[src/rtl/stdp_pkg.sv]
// Shared state encoding and arithmetic helpers for the STDP learning engine.
package stdp_pkg;

  localparam int N_DEFAULT = 7;
  localparam int PAIRS     = N_DEFAULT * N_DEFAULT;

  typedef enum logic [1:0] {
    IDLE,
    SWEEP,
    DONE
  } stdp_state_e;

  function automatic int idx_w(input int n);
    return (n > 1) ? $clog2(n) : 1;
  endfunction

  // Sum is formed at full integer width so the clamp sees the true value before truncation.
  function automatic int sat_add(input int w, input int d, input int lo, input int hi);
    int s;
    s = w + d;
    if (s > hi) return hi;
    if (s < lo) return lo;
    return s;
  endfunction

endpackage

[src/rtl/stdp_trace_bank.sv]
// Per-neuron eligibility traces: reload on spike, decay on tick, snapshot on accept.
module stdp_trace_bank
  import stdp_pkg::*;
#(
  parameter int N         = 7,
  parameter int TRACE_W   = 4,
  parameter int TRACE_MAX = 8
) (
  input  logic                 clk,
  input  logic                 reset_n,
  input  logic                 reload,
  input  logic [N-1:0]         reload_vec,
  input  logic                 decay_tick,
  output logic [N*TRACE_W-1:0] snapshot
);

  logic [TRACE_W-1:0] trace [N];

  always_ff @(posedge clk or negedge reset_n) begin
    if (!reset_n) begin
      for (int n = 0; n < N; n++) trace[n] <= '0;
      snapshot <= '0;
    end else begin
      for (int n = 0; n < N; n++) begin
        if (reload) snapshot[n*TRACE_W +: TRACE_W] <= trace[n];
        // A firing neuron reloads even when a decay tick lands on the same edge.
        if (reload && reload_vec[n])
          trace[n] <= TRACE_W'(TRACE_MAX);
        else if (decay_tick && trace[n] != '0)
          trace[n] <= trace[n] - TRACE_W'(1);
      end
    end
  end

endmodule

[src/rtl/stdp_learning_engine.sv]
// Pair-based STDP engine sweeping one synapse per cycle; WEIGHT_LEAK_EN adds 1-LSB leak on idle pairs.
//   state | meaning
//   IDLE  | waiting for a spike event (ready when learning_enable)
//   SWEEP | updating pair k = i*N+j, one per cycle, N*N cycles
//   DONE  | one-cycle done pulse, then back to IDLE
module stdp_learning_engine
  import stdp_pkg::*;
#(
  parameter int           N         = N_DEFAULT,
  parameter int           W         = 16,
  parameter int           TRACE_W   = 4,
  parameter int           TRACE_MAX = 8,
  parameter int           ETA       = 4,
  parameter logic [N-1:0] INH_MASK  = 7'b1000000,
  parameter int           WMAX      = 2048,
  parameter int           WMIN      = -2048
) (
  input  logic                 clk,
  input  logic                 reset_n,
  input  logic                 learning_enable,
  input  logic                 spike_valid,
  input  logic [N-1:0]         spike_vec,
  output logic                 spike_ready,
  input  logic                 decay_tick,
  output logic                 busy,
  output logic                 done,
  input  logic [idx_w(N)-1:0]  rd_post,
  input  logic [idx_w(N)-1:0]  rd_pre,
  output logic [W-1:0]         rd_weight,
  output logic [N*N*W-1:0]     weights_flat
);

  localparam int NP    = N * N;
  localparam int KW    = idx_w(NP);
  localparam int IW    = idx_w(N);
  localparam int EXT_W = W + TRACE_W + 2;

  stdp_state_e state, state_next;
  logic [KW-1:0]          k;
  logic [IW-1:0]          pi, pj;
  logic [N-1:0]           s_vec;
  logic [N*TRACE_W-1:0]   snap;
  logic                   accept, wr_en;
  logic [TRACE_W-1:0]     t_i, t_j;
  logic signed [EXT_W-1:0] ltp, ltd, d_raw, d;
  logic signed [W-1:0]    w_cur, w_new;

  stdp_trace_bank #(
    .N         (N),
    .TRACE_W   (TRACE_W),
    .TRACE_MAX (TRACE_MAX)
  ) u_traces (
    .clk        (clk),
    .reset_n    (reset_n),
    .reload     (accept),
    .reload_vec (spike_vec),
    .decay_tick (decay_tick),
    .snapshot   (snap)
  );

  always_ff @(posedge clk or negedge reset_n) begin
    if (!reset_n) state <= IDLE;
    else          state <= state_next;
  end

  always_comb begin
    state_next  = state;
    spike_ready = 1'b0;
    accept      = 1'b0;
    busy        = 1'b0;
    done        = 1'b0;
    case (state)
      IDLE: begin
        spike_ready = learning_enable;
        accept      = spike_valid && learning_enable;
        if (accept) state_next = SWEEP;
      end
      SWEEP: begin
        busy = 1'b1;
        if (k == KW'(NP - 1)) state_next = DONE;
      end
      DONE: begin
        busy       = 1'b1;
        done       = 1'b1;
        state_next = IDLE;
      end
      default: state_next = IDLE;
    endcase
  end

  // Pair datapath: traces come only from the accept-time snapshot.
  always_comb begin
    t_i   = snap[pi*TRACE_W +: TRACE_W];
    t_j   = snap[pj*TRACE_W +: TRACE_W];
    w_cur = weights_flat[k*W +: W];
    ltp   = s_vec[pi] ? EXT_W'(ETA) * EXT_W'(t_j) : '0;
    ltd   = s_vec[pj] ? EXT_W'(ETA) * EXT_W'(t_i) : '0;
    d_raw = ltp - ltd;
    d     = (INH_MASK[pi] | INH_MASK[pj]) ? -d_raw : d_raw;
`ifdef WEIGHT_LEAK_EN
    if (d == '0) begin
      if (w_cur == '0)  w_new = w_cur;
      else if (w_cur[W-1]) w_new = w_cur + W'(1);
      else              w_new = w_cur - W'(1);
    end else begin
      w_new = W'(sat_add(int'(w_cur), int'(d), WMIN, WMAX));
    end
`else
    w_new = W'(sat_add(int'(w_cur), int'(d), WMIN, WMAX));
`endif
    wr_en = (state == SWEEP) && (pi != pj);
  end

  always_ff @(posedge clk or negedge reset_n) begin
    if (!reset_n) begin
      k            <= '0;
      pi           <= '0;
      pj           <= '0;
      s_vec        <= '0;
      weights_flat <= '0;
    end else if (accept) begin
      s_vec <= spike_vec;
      k     <= '0;
      pi    <= '0;
      pj    <= '0;
    end else if (state == SWEEP) begin
      k <= k + KW'(1);
      if (pj == IW'(N - 1)) begin
        pj <= '0;
        pi <= pi + IW'(1);
      end else begin
        pj <= pj + IW'(1);
      end
      if (wr_en) weights_flat[k*W +: W] <= w_new;
    end
  end

  always_comb begin
    rd_weight = '0;
    if (int'(rd_post) < N && int'(rd_pre) < N)
      rd_weight = weights_flat[(int'(rd_post) * N + int'(rd_pre)) * W +: W];
  end

endmodule

[config.mk]
export PLATFORM = sky130hd
export DESIGN_NAME = stdp_learning_engine
export DESIGN_NICKNAME = d
export VERILOG_FILES = /design/src/rtl/stdp_pkg.sv /design/src/rtl/stdp_trace_bank.sv /design/src/rtl/stdp_learning_engine.sv
export SDC_FILE = /design/constraint.sdc
export NUM_CORES = 2
export LEC_CHECK = 0
export BUFFER_PORTS_ARGS = -buffer_cell sky130_fd_sc_hd__clkbuf_2
export CAP_MARGIN = 20
export CORE_ASPECT_RATIO = 2
export CORE_MARGIN = 5
export CORE_UTILIZATION = 40
export DETAILED_ROUTE_END_ITERATION = 10
export HOLD_SLACK_MARGIN = 0.05
export SYNTH_ARGS = -nofsm -noshare
export SYNTH_HDL_FRONTEND = slang
export SYNTH_SLANG_ARGS = --single-unit
export TNS_END_PERCENT = 5
[constraint.sdc]
create_clock -name clk -period 19.7 [get_ports clk]
set_clock_uncertainty 0.1 [all_clocks]
set_input_delay 0 -clock clk [delete_from_list [all_inputs] [get_ports clk]]
set_output_delay 0 -clock clk [all_outputs]
set_load 0.005 [all_outputs]
==> results.tsv <==
stage	metric	value	unit
placed_design	gp_congestion	1.030	
clock_network	path_clk_slew	0.06	ns
global_route	grt_max_degree	164	
synth	synth_flop_cell	dfrtp_1	
placed_design	dp_hpwl	202.7	mm
worst_setup_path	cp.required	20.13	ns
synth	avgSynthCellArea	11.24	µm²
sta	fmax	95.43	MHz
worst_setup_path	max_stage_delay	0.96	ns
layout	nets	5130	
clock_network	cts_buffers	84	
sta	fin_tns_setup	0	ns
clock_network	cts_buffer_depth	3	
clock_network	cts.sinks	861	
worst_hold_path	hp-class	primary input to register	
sta	period_share	0.5319	
global_route	antenna_found_initial	20	
clock_network	cts-resized-gates	0	
layout	finalNonFillerCells	6708	
clock_network	root_buffer	clkbuf_16	
synth	syn_nets	4467	
worst_setup_path	slowest_stage	buf_4	
drt	wirelength	275.0	mm
clock_network	post_cts_buffers	0	
outcome	status	finished clean	
synth	ys_ff_latch	861	
global_route	grt_pass1_vias	44990	
drt	drc	0	
clock_network	postCtsHoldBufs	31	
worst_setup_path	path_max_fanout	88	
synth	synth_cell_type_count	74	
layout	drive_gt1_frac	0.3384	
power	fin_total_pwr	0.007658	W
sta	hold_slack	0.1377	ns
layout	syn_to_final_growth	18.19	%
synth	synthTopCellsByArea	dfrtp_1 44%, mux4_2 16%, nand2_1 6.4%	
sta	tightest_slew	1.274	ns
sta	finalHoldViolCount	0	
placed_design	io_buffers	820	
synth	yosysTopAreaCellShare	0.4366	
run	maxCapViolations	0	
drt	ant_nets	0	
synth	synthArstFlopShare	1.000	
die	rows	182	
die	core_area	122700	µm²
worst_setup_path	crit_type	register to register	
placed_design	dp_cells	6499	
sta	period_needed	10.48	ns
sta	maxSlewViolCount	0	
worst_setup_path	crit_arrival	10.91	ns
die	die_w	258.4	µm
worst_setup_path	endpoint_kind	register	
worst_setup_path	crit_chain	buf_4 -> buf_4 -> buf_4 -> mux4_2 -> mux4_2 -> a21oi_1 -> a21oi_1 -> ha_1 -> fa_1 -> a21o_1 -> a221oi_2 -> o211a_1 -> o41a_1 -> a2111oi_0 -> nand3_1 -> a211oi_2 -> a22oi_2 -> buf_4 -> buf_4 -> buf_4 -> o31ai_1	
worst_setup_path	critPathMostFrequentCell	buf_4	
drt	first_pass_iters	6	
synth	syn_inst	4390	
layout	fillers	11420	
synth	synth_edf_count	0	
die	ios	821	
worst_setup_path	crit_path_start_kind	register	
drt	wl_per_cell	41.00	µm
global_route	track_usage	0.4086	
clock_network	cts_max_level	3	
synth	synth_area_leader_cell	dfrtp_1	
sta	max_slew_margin	0.1478	
die	die_y	506.7	µm
drt	vias	45270	
synth	syn_area	49350	µm²
power	p_per_area	131.3	nW/µm²
drt	vias_per_cell	6.749	
die	die_area	130900	µm²
clock_network	clkLatencyLatePin	0.73	ns
power	peakVddDrop	635.5	µV
global_route	grt_overflow_total	0	
synth	ys_warn_count	0	
clock_network	cts_tree	built	
power	p_leak	28.00	nW
synth	ys_seq_area_frac	0.4366	
sta	setup_viol	0	
sta	rsz0062_at_grt	no	
drt	drt_iter0_markers	5889	
die	start_util	0.4021	
global_route	grt_pass1_wl	376.0	mm
==> layout make-up <==
cell class,instances,area (µm²),share of cell area
multi-input combinational,3081,26190,0.4490
clock buffer,120,2417,0.04144
inverter,44,165.2,0.002832
clock inverter,31,450.4,0.007723
timing repair buffer,981,5524,0.09471
sequential,861,21560,0.3697
tap,1564,1957,0.03355
antenna,26,65.06,0.001115
==> path summary, 6_finish.rpt <==
| path | startpoint | end | slack, ns | depth (start not counted) |
|---|---|---|---|---|
| max in group asynchronous | reset_n | weights_flat[78] | 15.92 | 7 |
| setup / recovery | k[0] | weights_flat[26] | 9.22 | 21 |
| setup reg to reg | k[0] | weights_flat[26] | 9.22 | 21 |
| hold reg to reg | u_traces.snapshot[3] | u_traces.snapshot[3] | 0.41 | 2 |
| min in group asynchronous | reset_n | weights_flat[537] | 0.47 | 4 |
| hold / removal | learning_enable | state[0] | 0.14 | 4 |
==> placed cells by master (no fill, tap or decap), types with 42 or more instances in the layout <==
| cell type | count |
|---|---|
| dfrtp_1 | 857 |
| nand2_1 | 842 |
| clkbuf_2 | 819 |
| mux4_2 | 358 |
| o31ai_1 | 240 |
| o21ai_0 | 218 |
| a21o_1 | 203 |
| nor2_1 | 194 |
| mux2i_1 | 133 |
| o41ai_2 | 126 |
| a21oi_1 | 125 |
| mux2_2 | 119 |
| buf_4 | 119 |
| clkbuf_16 | 84 |
| o221ai_1 | 54 |
| ha_1 | 51 |
| o22ai_1 | 50 |
| inv_1 | 42 |
==> where the power goes <==
group | total (W) | internal [W] | switching [W] | leakage (nW)
registers | 0.00200 | 0.00186 | 0.000138 | 11.9
clock network | 0.00176 | 0.000967 | 0.000790 | 1.40
logic | 0.00390 | 0.000914 | 0.00299 | 14.7
==> critical path: cells and delay by family (launching register included) <==
| kind | cells | cell delay, ns |
|---|---|---|
| buf+inv | 6 | 4.41 |
| simple gates | 1 | 0.21 |
| mux | 2 | 1.21 |
| fa+ha+maj | 2 | 0.74 |
| compound gates | 10 | 2.61 |
| flops | 1 | 0.69 |
==> state kept, by name (all words and copies together) (netlist names) <==
signal and flops:
weights_flat 784, u_traces.trace 28, state 2, s_vec 7, pi 3, k 6
pj 3, u_traces.snapshot 28
==> synth_stat cells, types with 25 or more instances <==
cell type,n
ha_1,53
a211oi_1,25
a21o_1,203
a21oi_1,125
nand2_1,847
o221ai_1,55
nor2_1,195
inv_1,42
clkbuf_1,309
o41ai_2,126
mux4_2,358
o41ai_1,30
mux2i_1,133
o21ai_0,218
a22oi_1,25
buf_2,39
nand3_1,39
xor2_1,25
buf_1,38
dfrtp_1,861
o31ai_1,240
mux2_2,119
xnor2_1,36
o22ai_1,50
==> layer usage <==
| metal | vias to the layer above | wire length [µm] | global-route usage |
|---|---|---|---|
| met5 | - | 68 | 0.002593 |
| met3 | 1022 | 31840 | 0.1385 |
| li1 | 17900 | - | - |
| met1 | 22930 | 84860 | 0.4341 |
| met4 | 10 | 34010 | 0.3755 |
| met2 | 3407 | 124300 | 0.6359 |
==> through the flow <==
step	setup WS (ns)	area, µm²	util
2_1_floorplan	13.08	49350	-
3_3_place_gp	9.569	54940	0.4476
3_5_place_dp	9.487	55050	0.4485
4_1_cts	9.467	58240	0.4745
5_1_grt	8.777	58310	0.4751
6_report	9.221	58330	0.4752
==> cells by family after synthesis <==
| logic type | share of synthesized area |
|---|---|
| flip-flops | 0.4366 |
| adder cells (fa/ha/maj) | 0.01587 |
| AND/OR/NAND/NOR | 0.09804 |
| multiplexers | 0.2175 |
| AO/OA/AOI/OAI | 0.1834 |
| XOR/XNOR | 0.01083 |
| buffers and inverters | 0.03773 |
No activity file was read; power rests on OpenSTA's default activity.
